`src/rtl/ps2_code_tracker_pkg.sv`:
```
// Shared types and constants for the PS/2 scan-code display path.
// Latency: n/a (declarations only).
// Backpressure: n/a.
package ps2_pkg;

  localparam logic [7:0] PS2_PREFIX_EXT = 8'hE0;
  localparam logic [7:0] PS2_PREFIX_BRK = 8'hF0;

  localparam int PS2_DISP_W = 16;
  typedef logic [PS2_DISP_W-1:0] ps2_disp_t;

  // Prefix bytes seen so far in the sequence being assembled.
  typedef enum logic [1:0] {
    IDLE,
    EXT,
    BRK,
    EXT_BRK
  } ps2_seq_state_t;

endpackage

```
`src/rtl/ps2_code_tracker_if.sv`:
```
// Byte stream from the PS/2 receiver in, registered display word out.
// Latency: n/a (wiring only).
// Backpressure: none; bytes are strobes that must be taken when offered.
// Ports: byte_valid/byte_data/byte_error strobe one received byte, clear wipes
// the display; display_data/display_error/code_valid/code_ext/code_break carry
// the assembled code to the seven-segment decoder.
interface ps2_code_tracker_if;
  import ps2_pkg::*;

  logic      byte_valid;
  logic [7:0] byte_data;
  logic      byte_error;
  logic      clear;
  ps2_disp_t display_data;
  logic      display_error;
  logic      code_valid;
  logic      code_ext;
  logic      code_break;

  // master: the receive side / system driving bytes and clear
  modport master (
    output byte_valid, byte_data, byte_error, clear,
    input  display_data, display_error, code_valid, code_ext, code_break
  );

  // slave: the code tracker
  modport slave (
    input  byte_valid, byte_data, byte_error, clear,
    output display_data, display_error, code_valid, code_ext, code_break
  );

endinterface

```
`src/rtl/ps2_timeout.sv`:
```
// Watchdog down-counter: expires TIMEOUT_CYCLES-1 enabled clocks after restart.
// Latency: expired is combinational from the count; count updates each clock.
// Backpressure: none.
// Ports: clk/rst; clr zeroes the count; restart reloads it; enable lets it
// run down; expired is high while enabled with the count at zero.
module ps2_timeout #(
  parameter int TIMEOUT_CYCLES = 1_000_000
) (
  input  logic clk,
  input  logic rst,
  input  logic clr,
  input  logic restart,
  input  logic enable,
  output logic expired
);

  localparam int W = $clog2(TIMEOUT_CYCLES);
  localparam logic [W-1:0] LOAD = W'(TIMEOUT_CYCLES - 1);

  logic [W-1:0] cnt;

  always_ff @(posedge clk or posedge rst) begin
    if (rst) begin
      cnt <= '0;
    end else if (clr) begin
      cnt <= '0;
    end else if (restart) begin
      cnt <= LOAD;
    end else if (enable && cnt != '0) begin
      // Saturate at zero so expiry holds until the owner reacts.
      cnt <= cnt - W'(1);
    end
  end

  assign expired = enable && !restart && (cnt == '0);

endmodule

```
`src/rtl/ps2_code_tracker.sv`:
```
// Assembles E0/F0-prefixed PS/2 scan codes into the 16-bit hex display word.
// Latency: 1 clock from the final byte_valid to display_data/code_valid.
// Backpressure: none; every byte strobe is consumed, clear drops a same-cycle byte.
// Ports: clk/rst (async, active-high); bus is the slave side of ps2_code_tracker_if.
module ps2_code_tracker
  import ps2_pkg::*;
#(
  parameter int TIMEOUT_CYCLES = 1_000_000
) (
  input logic           clk,
  input logic           rst,
  ps2_code_tracker_if.slave bus
);

  ps2_seq_state_t state;
  ps2_disp_t      disp_q;
  logic           err_q, vld_q, ext_q, brk_q;
  logic           expired;
  logic           accept;
  logic           is_ext, is_brk;

  assign accept = bus.byte_valid && !bus.clear;
  assign is_ext = (bus.byte_data == PS2_PREFIX_EXT);
  assign is_brk = (bus.byte_data == PS2_PREFIX_BRK);

  // Every accepted byte restarts the watchdog; it only runs while a prefix
  // is pending, so it never fires from IDLE.
  ps2_timeout #(.TIMEOUT_CYCLES(TIMEOUT_CYCLES)) u_timeout (
    .clk     (clk),
    .rst     (rst),
    .clr     (bus.clear),
    .restart (accept),
    .enable  (state != IDLE),
    .expired (expired)
  );

  always_ff @(posedge clk or posedge rst) begin
    if (rst) begin
      state  <= IDLE;
      disp_q <= '0;
      err_q  <= 1'b0;
      vld_q  <= 1'b0;
      ext_q  <= 1'b0;
      brk_q  <= 1'b0;
    end else begin
      vld_q <= 1'b0;
      if (bus.clear) begin
        state  <= IDLE;
        disp_q <= '0;
        err_q  <= 1'b0;
        ext_q  <= 1'b0;
        brk_q  <= 1'b0;
      end else if (bus.byte_valid) begin
        if (bus.byte_error) begin
          state <= IDLE;
          err_q <= 1'b1;
        end else begin
          case (state)
            IDLE: begin
              if (is_ext)      state <= EXT;
              else if (is_brk) state <= BRK;
              else begin
                disp_q <= {8'h00, bus.byte_data};
                ext_q  <= 1'b0;
                brk_q  <= 1'b0;
                err_q  <= 1'b0;
                vld_q  <= 1'b1;
              end
            end
            EXT: begin
              // A repeated E0 just stays here; the watchdog is already restarted.
              if (is_brk)      state <= EXT_BRK;
              else if (is_ext) state <= EXT;
              else begin
                disp_q <= {PS2_PREFIX_EXT, bus.byte_data};
                ext_q  <= 1'b1;
                brk_q  <= 1'b0;
                err_q  <= 1'b0;
                vld_q  <= 1'b1;
                state  <= IDLE;
              end
            end
            BRK: begin
              if (is_brk) state <= BRK;
              else if (is_ext) begin
                // E0 after F0 is out of order.
                err_q <= 1'b1;
                state <= IDLE;
              end else begin
                disp_q <= {PS2_PREFIX_BRK, bus.byte_data};
                ext_q  <= 1'b0;
                brk_q  <= 1'b1;
                err_q  <= 1'b0;
                vld_q  <= 1'b1;
                state  <= IDLE;
              end
            end
            default: begin // EXT_BRK
              if (is_ext || is_brk) begin
                err_q <= 1'b1;
                state <= IDLE;
              end else begin
                disp_q <= {PS2_PREFIX_BRK, bus.byte_data};
                ext_q  <= 1'b1;
                brk_q  <= 1'b1;
                err_q  <= 1'b0;
                vld_q  <= 1'b1;
                state  <= IDLE;
              end
            end
          endcase
        end
      end else if (expired) begin
        // Abandoned prefix: show "Err", keep the last good code.
        state <= IDLE;
        err_q <= 1'b1;
      end
    end
  end

  assign bus.display_data  = disp_q;
  assign bus.display_error = err_q;
  assign bus.code_valid    = vld_q;
  assign bus.code_ext      = ext_q;
  assign bus.code_break    = brk_q;

endmodule

```
`src/flat_wrapper.sv`:
```
// flat-port wrapper written by rule: the top's interface ports become plain ports
module ps2_code_tracker_flat import ps2_pkg::*;
#(
  parameter int TIMEOUT_CYCLES = 1_000_000
)
  (clk, rst, bus_byte_valid, bus_byte_data, bus_byte_error, bus_clear, bus_display_data, bus_display_error, bus_code_valid, bus_code_ext, bus_code_break);
  ps2_code_tracker_if bus_i ();
  input logic clk;
  input logic rst;
  input wire logic [$bits(bus_i.byte_valid)-1:0] bus_byte_valid;
  input wire logic [$bits(bus_i.byte_data)-1:0] bus_byte_data;
  input wire logic [$bits(bus_i.byte_error)-1:0] bus_byte_error;
  input wire logic [$bits(bus_i.clear)-1:0] bus_clear;
  output wire logic [$bits(bus_i.display_data)-1:0] bus_display_data;
  output wire logic [$bits(bus_i.display_error)-1:0] bus_display_error;
  output wire logic [$bits(bus_i.code_valid)-1:0] bus_code_valid;
  output wire logic [$bits(bus_i.code_ext)-1:0] bus_code_ext;
  output wire logic [$bits(bus_i.code_break)-1:0] bus_code_break;
  assign bus_i.byte_valid = bus_byte_valid;
  assign bus_i.byte_data = bus_byte_data;
  assign bus_i.byte_error = bus_byte_error;
  assign bus_i.clear = bus_clear;
  assign bus_display_data = bus_i.display_data;
  assign bus_display_error = bus_i.display_error;
  assign bus_code_valid = bus_i.code_valid;
  assign bus_code_ext = bus_i.code_ext;
  assign bus_code_break = bus_i.code_break;
  ps2_code_tracker #(.TIMEOUT_CYCLES(TIMEOUT_CYCLES)) u_core (.clk(clk), .rst(rst), .bus(bus_i));
endmodule
```
`config.mk`:
```
export PLATFORM = sky130hd
export DESIGN_NAME = ps2_code_tracker_flat
export DESIGN_NICKNAME = d
export VERILOG_FILES = /design/src/rtl/ps2_code_tracker_pkg.sv /design/src/rtl/ps2_code_tracker_if.sv /design/src/rtl/ps2_timeout.sv /design/src/rtl/ps2_code_tracker.sv /design/src/flat_wrapper.sv
export SDC_FILE = /design/constraint.sdc
export NUM_CORES = 1
export LEC_CHECK = 0
export CORE_MARGIN = 2
export CORE_UTILIZATION = 53
export CTS_CLUSTER_SIZE = 10
export DETAILED_ROUTE_END_ITERATION = 12
export PLACE_DENSITY = 0.79
export SETUP_SLACK_MARGIN = 0.4
export SLEW_MARGIN = 20
export SYNTH_ARGS = -nofsm -noshare
export SYNTH_HDL_FRONTEND = slang
export SYNTH_SLANG_ARGS = --single-unit
```
`constraint.sdc`:
```
create_clock -name clk -period 2.44 [get_ports clk]
set_input_delay 0.488 -clock clk [delete_from_list [all_inputs] [get_ports clk]]
set_output_delay 0.488 -clock clk [all_outputs]
set_load 0.01 [all_outputs]
```
==> metrics.csv <==
metric,value,unit
status,finished clean,
layout.nets,251,
synth_top_area_cell,dfrtp_1,
layout-drive-gt1-share,0.206,
dp_hpwl,3390,µm
clock_skew,0.00515,ns
totalWireLength,5430,µm
synth_edf_count,0,
seq_power_share,0.423,
cts-root-buf,clkbuf_8,
finalInstanceArea,2570,µm²
setup_viol,0,
pwr-share-clk,0.419,
fin_crit,1.99,ns
ff_latch_area,876,µm²
yosys.area.top_type_share,0.436,
fmax,503,MHz
cellLeakagePower,0.00108,µW
io_pins,33,
syn_inst,198,
netSwitchingFraction,0.255,
cts_tree,yes,
drcViolationCount,0,
core_region_area,3660,µm²
avgRoutedWirePerCell,19.3,µm
vias_per_cell,6.32,
synth_top_flop_cell,dfrtp_1,
cts-hold-fix-buffers,0,
maxSlewHeadroom,0.656,
antenna_cells,0,
tns,0,ns
stdcell_count,281,
hold_viol,0,
ant_nets,0,
vias,1776,
grt_pass1_wl,8300,µm
cpLargestDelayFamily,simple AND/OR/NAND/NOR gates,
rsz0062_at_grt,yes,
period_share,0.814,
hp-class,register to register,
cap_violations,0,
ir_drop,388,µV
areaGrowthSynthToFinish,27.8,%
power_frac_comb,0.158,
first_global_vias,1695,
post_dp_cell_area,2300,µm²
grt_start_max_net_pins,36,
grt-ovfl-total,0,
p_switching,381,µW
place.port_buffers,28,
path_class,register to register,
die-area,4300,µm²
numCtsBuffers,5,
slowest_delay,0.52,ns
placementRows,22,
dr.pass1.iters,4,
synth_most_common_cell,dfrtp_1,
die_w,65.6,µm
clk_latency,0.29,ns
cp.arrival,2.15,ns
start_util,0.549,
synth_area_per_cell,10.1,µm²
place_congestion,0.911,
cpMaxStageDelayCell,or4b_4,
crit_buf_inv,1,
worst_slack,0.453,ns
critPathLaunchType,register,
htreeDepth,2,
crit_path_cell_trace,inv_1 -> ha_1 -> or4b_4 -> nor3_4 -> nand4b_1 -> xor2_1 -> a21oi_1,
fp.dieH,65.6,µm
crit_fanout,5,
synth-seq-area-share,0.436,
synth_common_cells,"35 x dfrtp_1, 14 x nor2_1, 11 x a21oi_1, 11 x a22o_1",
synth-seq-cells,35,
worst_pin_slew,0.512,ns
clock_sinks,35,
power.internal,1110,µW
netlist_area,2010,µm²
powerDensity,583,nW/µm²
critPathCaptureType,register,
clkTransAtPathRegs,0.07,ns
post-route-util,0.701,
dp.cells,266,
drt_iter0_drc,116,
fillers,260,
critPathRequiredTime,2.60,ns
ys.warnings.count,0,
multiInputGateArea,1080,µm²
synthArstFlopShare,1.00,
grt_usage,0.254,
synth_cell_type_count,54,
cts_max_path_buffers,2,
dp_slack,0.0246,ns
antenna_found_initial,0,
synth_top_cells_by_area,"dfrtp_1 44%, a22o_1 4.8%, ha_1 3.7%",
slew_violations,0,
==> final timing paths <==
path / startpoint / endpoint / slack, ns / cells after the start
max in group asynchronous: rst / u_core.bus.display_data[3] / 1.52 / 3
min reg2reg: u_core.bus.display_data[5] / u_core.bus.display_data[5] / 0.50 / 1
min: u_core.bus.display_data[5] / u_core.bus.display_data[5] / 0.50 / 1
max reg2reg: u_core.u_timeout.cnt[1] / u_core.u_timeout.cnt[14] / 0.45 / 7
min in group asynchronous: rst / u_core.bus.display_data[2] / 0.61 / 3
max: u_core.u_timeout.cnt[1] / u_core.u_timeout.cnt[14] / 0.45 / 7
==> logic make-up after synthesis <==
logic type                 synth area share
muxes                               0.00498
DFF                                   0.436
adders and majority gates            0.0374
xor gates and xnor gates             0.0479
AOI/OAI and AO/OA                     0.197
buffers and inverters                0.0710
other                               0.00187
and+or+nand+nor                       0.204
==> per-layer routing <==
metal / track usage / up-vias / wire (µm)
li1: - / 791 / -
met2: 0.434 / 76 / 2700
met4: 0.0781 / 0 / 165
met1: 0.325 / 890 / 2280
met3: 0.0531 / 19 / 286
met5: 0 / - / 0
==> worst register-to-register path, cell delays in order (launching register included) <==
cell	delay, ns
dfrtp_1	0.43
inv_1	0.10
ha_1	0.18
or4b_4	0.52
nor3_4	0.22
nand4b_1	0.15
xor2_1	0.18
a21oi_1	0.09
==> sequential cells by signal, summed over array words and instances, names as in the netlist <==
signal	flops
u_core.u_timeout.cnt	20
u_core.bus.display_data	10
u_core.state	2
u_core.bus.code_ext	1
u_core.bus.code_valid	1
u_core.bus.display_error	1
==> layout make-up <==
type | count | area share
Timing Repair Buffer | 41 | 0.149
Multi-Input combinational cell | 140 | 0.420
Clock buffer | 5 | 0.0268
Tap cell | 48 | 0.0234
Clock inverter | 3 | 0.0263
Inverter | 9 | 0.0132
Sequential cell | 35 | 0.341
==> power groups by stage <==
stage	logic (µW)	registers (µW)	clock network (µW)
floorplan	137	641	0
global placement	203	639	0
detailed placement	210	642	0
CTS	220	631	629
global route	254	636	666
finish	236	633	627
==> per-stage QoR <==
| step | total power [µW] | hold slack (ns) |
|---|---|---|
| 3_5_place_dp | 852 | 0.490 |
| 2_1_floorplan | 778 | 0.519 |
| 6_report | 1500 | 0.504 |
| 3_3_place_gp | 842 | 0.488 |
| 5_1_grt | 1560 | 0.539 |
| 4_1_cts | 1480 | 0.511 |
==> timing repair <==
action,CTS,global route
cloned,0,1
pin swaps,2,5
hold endpoints to repair,0,0
resized for setup,5,18
setup endpoints to repair,19,31
buffers inserted,3,3
==> cell usage in the layout, fill, tap and decap left out, types with 3 or more instances in the layout <==
cell	n
nand4b_1	4
buf_4	12
a22o_1	11
ha_1	5
a21oi_1	10
nand3_1	4
a31oi_1	4
xor2_1	7
nor3_1	7
xnor2_1	4
dfrtp_1	35
conb_1	4
dlymetal6s2s_1	3
nor4_2	4
nand2_1	8
o41ai_1	3
clkbuf_8	5
clkdlybuf4s50_1	25
nor2_1	13
inv_1	8
nand4_1	3
No activity file was read; power rests on OpenSTA's default activity.
